File: src/rtl/serial_bit_source.sv
// serial_bit_source: parallel-to-serial shifter (din/load/ready in, dn/dn_valid/busy/done out); define SERIAL_PARITY_EN to append an even-parity bit
module serial_bit_source #(
  parameter int WIDTH = 8,
  parameter int MSB_FIRST = 1
) (
  input  logic             clk,
  input  logic             rst,
  input  logic [WIDTH-1:0] din,
  input  logic             load,
  output logic             ready,
  output logic             dn,
  output logic             dn_valid,
  output logic             busy,
  output logic             done
);
  localparam int IW = $clog2(WIDTH + 1);
  localparam logic [IW-1:0] LAST = IW'(WIDTH - 1);
  typedef enum logic [1:0] {
    IDLE,
`ifdef SERIAL_PARITY_EN
    PARITY,
`endif
    SHIFT
  } state_t;
  state_t state_q, state_d;
  logic [WIDTH-1:0] sr_q, sr_d;
  logic [IW-1:0] idx_q, idx_d;
  logic dn_q, dn_d, dv_q, dv_d, busy_q, busy_d, done_q, done_d;
  logic last, accept;
`ifdef SERIAL_PARITY_EN
  logic par_q, par_d;
  assign last = state_q == PARITY;
`else
  assign last = state_q == SHIFT && idx_q == LAST;
`endif
  assign ready = state_q == IDLE || last;
  assign accept = load && ready;
  assign dn = dn_q;
  assign dn_valid = dv_q;
  assign busy = busy_q;
  assign done = done_q;
  function automatic logic head(input logic [WIDTH-1:0] w);
    return MSB_FIRST != 0 ? w[WIDTH-1] : w[0];
  endfunction
  always_comb begin
    state_d = state_q;
    sr_d = sr_q;
    idx_d = idx_q;
    dn_d = 1'b0;
    dv_d = 1'b0;
    busy_d = 1'b0;
    done_d = 1'b0;
`ifdef SERIAL_PARITY_EN
    par_d = par_q;
`endif
    if (accept) begin
      state_d = SHIFT;
      sr_d = din;
      idx_d = '0;
      dn_d = head(din);
      dv_d = 1'b1;
      busy_d = 1'b1;
`ifdef SERIAL_PARITY_EN
      par_d = ^din;
`endif
    end else if (state_q == SHIFT && idx_q != LAST) begin
      sr_d = MSB_FIRST != 0 ? sr_q << 1 : sr_q >> 1;
      idx_d = idx_q + 1'b1;
      dn_d = head(sr_d);
      dv_d = 1'b1;
      busy_d = 1'b1;
`ifndef SERIAL_PARITY_EN
      done_d = idx_d == LAST;
`endif
`ifdef SERIAL_PARITY_EN
    end else if (state_q == SHIFT) begin
      state_d = PARITY;
      idx_d = idx_q + 1'b1;
      dn_d = par_q;
      dv_d = 1'b1;
      busy_d = 1'b1;
      done_d = 1'b1;
`endif
    end else begin
      state_d = IDLE;
      sr_d = '0;
      idx_d = '0;
    end
  end
  always_ff @(posedge clk) begin
    if (rst) begin
      state_q <= IDLE;
      sr_q <= '0;
      idx_q <= '0;
      dn_q <= 1'b0;
      dv_q <= 1'b0;
      busy_q <= 1'b0;
      done_q <= 1'b0;
`ifdef SERIAL_PARITY_EN
      par_q <= 1'b0;
`endif
    end else begin
      state_q <= state_d;
      sr_q <= sr_d;
      idx_q <= idx_d;
      dn_q <= dn_d;
      dv_q <= dv_d;
      busy_q <= busy_d;
      done_q <= done_d;
`ifdef SERIAL_PARITY_EN
      par_q <= par_d;
`endif
    end
  end
endmodule

File: config.mk
export PLATFORM = sky130hd
export DESIGN_NAME = serial_bit_source
export DESIGN_NICKNAME = d
export VERILOG_FILES = /design/src/rtl/serial_bit_source.sv
export SDC_FILE = /design/constraint.sdc
export NUM_CORES = 1
export LEC_CHECK = 0
export ABC_AREA = 1
export CORE_MARGIN = 2
export CORE_UTILIZATION = 40
export DETAILED_ROUTE_END_ITERATION = 16
export GPL_ROUTABILITY_DRIVEN = 1
export PLACE_DENSITY = 0.7
export SYNTH_ARGS = -nofsm -noshare
export SYNTH_HDL_FRONTEND = slang
export SYNTH_SLANG_ARGS = --single-unit
File: constraint.sdc
create_clock -name clk -period 1.4 [get_ports clk]
set_clock_uncertainty 0.2 [all_clocks]
set_input_delay 0.28 -clock clk [delete_from_list [all_inputs] [get_ports clk]]
set_output_delay 0.28 -clock clk [all_outputs]
set_load 0.05 [all_outputs]
==> impl_summary.txt, run 1 <==
----------------------------------------------------
[Outcome]
  Result of the run ... finished with violations
  Violations in the final reports ... negative setup slack

[Final layout]
  Count of non-filler cells in the finished layout ... between 100 and 150
  Commonest cells after routing, fill and taps aside ... nand2_1 (13), dfxtp_1 (12), nand3_1 (10), clkdlybuf4s50_1 (10), nand4_1 (9)
  Total number of nets in the final design ... 109
  ANT cells ... 0
  Proportion of layout cells with a drive suffix above 1 ... about a third
  Area grow syn2layout ... 53.6%
  Most common library cell in the layout ignoring fill and taps ... nand2_1

[Clock network]
  Number of hold buffers added after cts ... 0
  Clock slew at the register clock pins of the worst setup and hold paths ... 0.09 ns
  Clock sink count ... 15
  Number of CTS-inserted buffers ... 3
  Cell at the root of the clock tree ... clkbuf_4
  Htree depth ... 1
  Clock latency on the worst-skew pair ... 0.28 ns
  Maximum buffer depth of the clock tree ... 2
  Clock tree from TritonCTS ... built

[Worst setup path]
  Delay-heaviest family, CP ... flip-flops
  Cell chain of the critical path ... ha_4 > nand3_4 > nand2_8 > buf_12
  Critical path startpoint category ... flop
  CP arrival ... around 1.1 ns
  Buf/Inv on CP ... 1
  Required time of the critical path ... 0.92 ns
  Cell at the slowest stage of the critical path ... dfxtp_2
  Startpoint-to-endpoint class of the critical path ... reg -> out
  Highest fanout seen on the critical path ... 2
  Worst stage delay on the critical path ... between 0.3 and 0.4 ns
  Element type at the critical path end ... primary output

[Die]
  Chip width ... 43.1 um
  Starting density of the core ... 41.6%
  Die Footprint ... 0.00186 mm2
  Height of the die ... 43.1 um
  Floorplan core area ... 0.00147 mm2
  Number of top-level pins ... 16
  Placement row count ... 14

[Timing]
  RSZ-0062 raised after global routing ... yes
  Final critical path time including I/O delays and setup ... approximately 1.6 ns
  Worst Max-Slew Pin Slew ... around 0.3 ns
  Slew HR ... around four fifths
  Final Max Slew Viols ... 0
  Post-route fraction of the period consumed by the critical path ... 114%
  Worst setup slack after layout ... -0.191 ns
  Count of final setup violators ... 13
  Final hold viol count ... 0
  Max Clk Rate ... 0.628 GHz

[Global route]
  Global-route wire length before repair ... 2100 um
  Global-route total usage across every layer ... 14.6%
  Number of global-route vias before repair ... 507
  Largest net degree at the start of global routing ... 10
  Global route total overflow ... 0
  Antenna violations before repair ... 0

[Run]
  Count of max-cap constraint violations ... 0

[Synth]
  Synth Register Bits ... 15
  Register area share after synthesis ... around half
  Post-synth cell types ... 16
  Post-synth design cell area ... 612 um2
  Number of nets produced by synthesis ... 81
  Post-synthesis cell count ... 68
  Number of warnings printed during yosys synthesis ... 0
  Mean instance size in the synthesized netlist ... between 8 and 9 um2

[Detailed routing]
  Via total after detailed routing ... 549
  DRC violations left ... 0
  Mean routed wirelength per cell ... 10.9 um
  Post-detailed-routing wire length ... 1210 um
  Router iterations before antenna repair ... 4
  Via/cell ratio ... 4.95
  Post-detailed-route count of antenna-violating nets ... 0
  DR iter-0 viols ... 7

[Power]
  IR drop worst, VDD ... 0.000521 V
  Relative contribution of sequential cells to total power ... 51.8%
  Leakage dissipation ... around 0.00042 uW
  Clock group share of total power ... 27.1%
  Post-layout total power ... 910 uW
  PwrDens ... just under 1000 mW/mm2
  Switching pwr ... 256 uW
  Fraction of power spent switching nets ... 28.1%
  Comb pwr share ... 21.1%
  Internal power contribution ... between 600 and 700 uW

[Placement]
  Dpl cells ... 103
  Final estimated routing congestion in global placement ... 0.702
  Half-perimeter wire length after placement ... 898 um
  Input/output buffers ... 15

[Min path]
  Kind of path behind the tightest hold check ... reg -> reg

----------------------------------------------------
path summary, 6_finish.rpt:
kind             from       to  slack (ns)  cells past startpoint
min           sr_q[5]  sr_q[6]        0.27                      2
max          idx_q[0]    ready       -0.19                      4
min reg2reg   sr_q[5]  sr_q[6]        0.27                      2
max reg2reg  idx_q[0]     done       -0.06                      9
worst register-to-register path, stage by stage (launching register included):
cell and delay, ns:
dfxtp_2 0.35, ha_4 0.17, buf_4 0.13, buf_6 0.10
buf_4 0.12, inv_2 0.04, nand2_1 0.04, nand2_1 0.06
nand4_1 0.09, nor2_1 0.11
stage by stage:
step                cell area [um2]  hold slack, ns  util (%)  setup slack (ns)  setup TNS, ns
CTS                             916           0.273      62.2            -0.194         -0.194
detailed placement              858           0.262      58.3            -0.137         -0.917
finish                          940           0.271      63.9            -0.191         -0.647
global route                    940           0.287      63.9            -0.240          -1.57
global placement                858           0.248      58.3           -0.0951         -0.576
floorplan                       612           0.205         -           0.00521              0
cells in the mapped netlist, drive strengths merged:
cell | count | area [um2]
dfxtp | 15 | 300
buf | 2 | 18.8
a21oi | 1 | 5.00
nor2 | 5 | 28.8
ha | 2 | 25.0
nand4 | 9 | 56.3
nand2 | 15 | 80.1
nand3 | 11 | 67.6
inv | 8 | 30.0
layout make-up:
cell class              count  area (um2)
fillers                   126         532
flip-flops and latches     15         304
repair buffers             25         283
multi-input cells          43         275
inverters                   8        30.0
clock buffers               3        22.5
well taps                  16        20.0
clock inverters             1        5.00
flip-flops by register name, indices dropped and copies added (netlist names):
register,flops
busy,1
done,1
dn,1
state_q,1
idx_q,4
sr_q,7
power groups by stage:
stage / sequential [uW] / combinational [uW] / clock [uW]
final: 471 / 192 / 246
after CTS: 470 / 192 / 251
after floorplan: 484 / 88.5 / 0
after global placement: 478 / 187 / 0
after detailed placement: 479 / 191 / 0
after global routing: 475 / 202 / 271
cells by family after synthesis:
kind of cell,Yosys count,share of synthesized area (%)
flip-flops,15,49.1
buffers and inverters,10,7.98
AO/OA/AOI/OAI,1,0.817
AND/OR/NAND/NOR,40,38.0
adder cells (fa/ha/maj),2,4.09
metal layers:
| layer | routed length, um | up-vias | GRT usage (%) |
|---|---|---|---|
| met3 | 42 | 0 | 2.55 |
| met4 | 0 | 0 | 5.45 |
| met5 | 0 | - | 0 |
| met1 | 548 | 259 | 20.7 |
| met2 | 618 | 10 | 21.8 |
| li1 | - | 280 | - |
repair_timing:
action,4_1_cts,5_1_grt
setup endpoints to repair,1,12
setup buffers,2,2
pin swaps,1,3
gates resized for setup,4,4
Power figures use the tool's default switching activity.
==> run 2: changes to the inputs <==
--- a/config.mk
+++ b/config.mk
@@ -6,6 +6,7 @@
 export NUM_CORES = 1
 export LEC_CHECK = 0
 export ABC_AREA = 1
+export ABC_CLOCK_PERIOD_IN_PS = 1400
 export CORE_MARGIN = 2
 export CORE_UTILIZATION = 40
 export DETAILED_ROUTE_END_ITERATION = 16
==> results of run 2 <==
Final layout, timing and power as in run 1 (identical DEF).
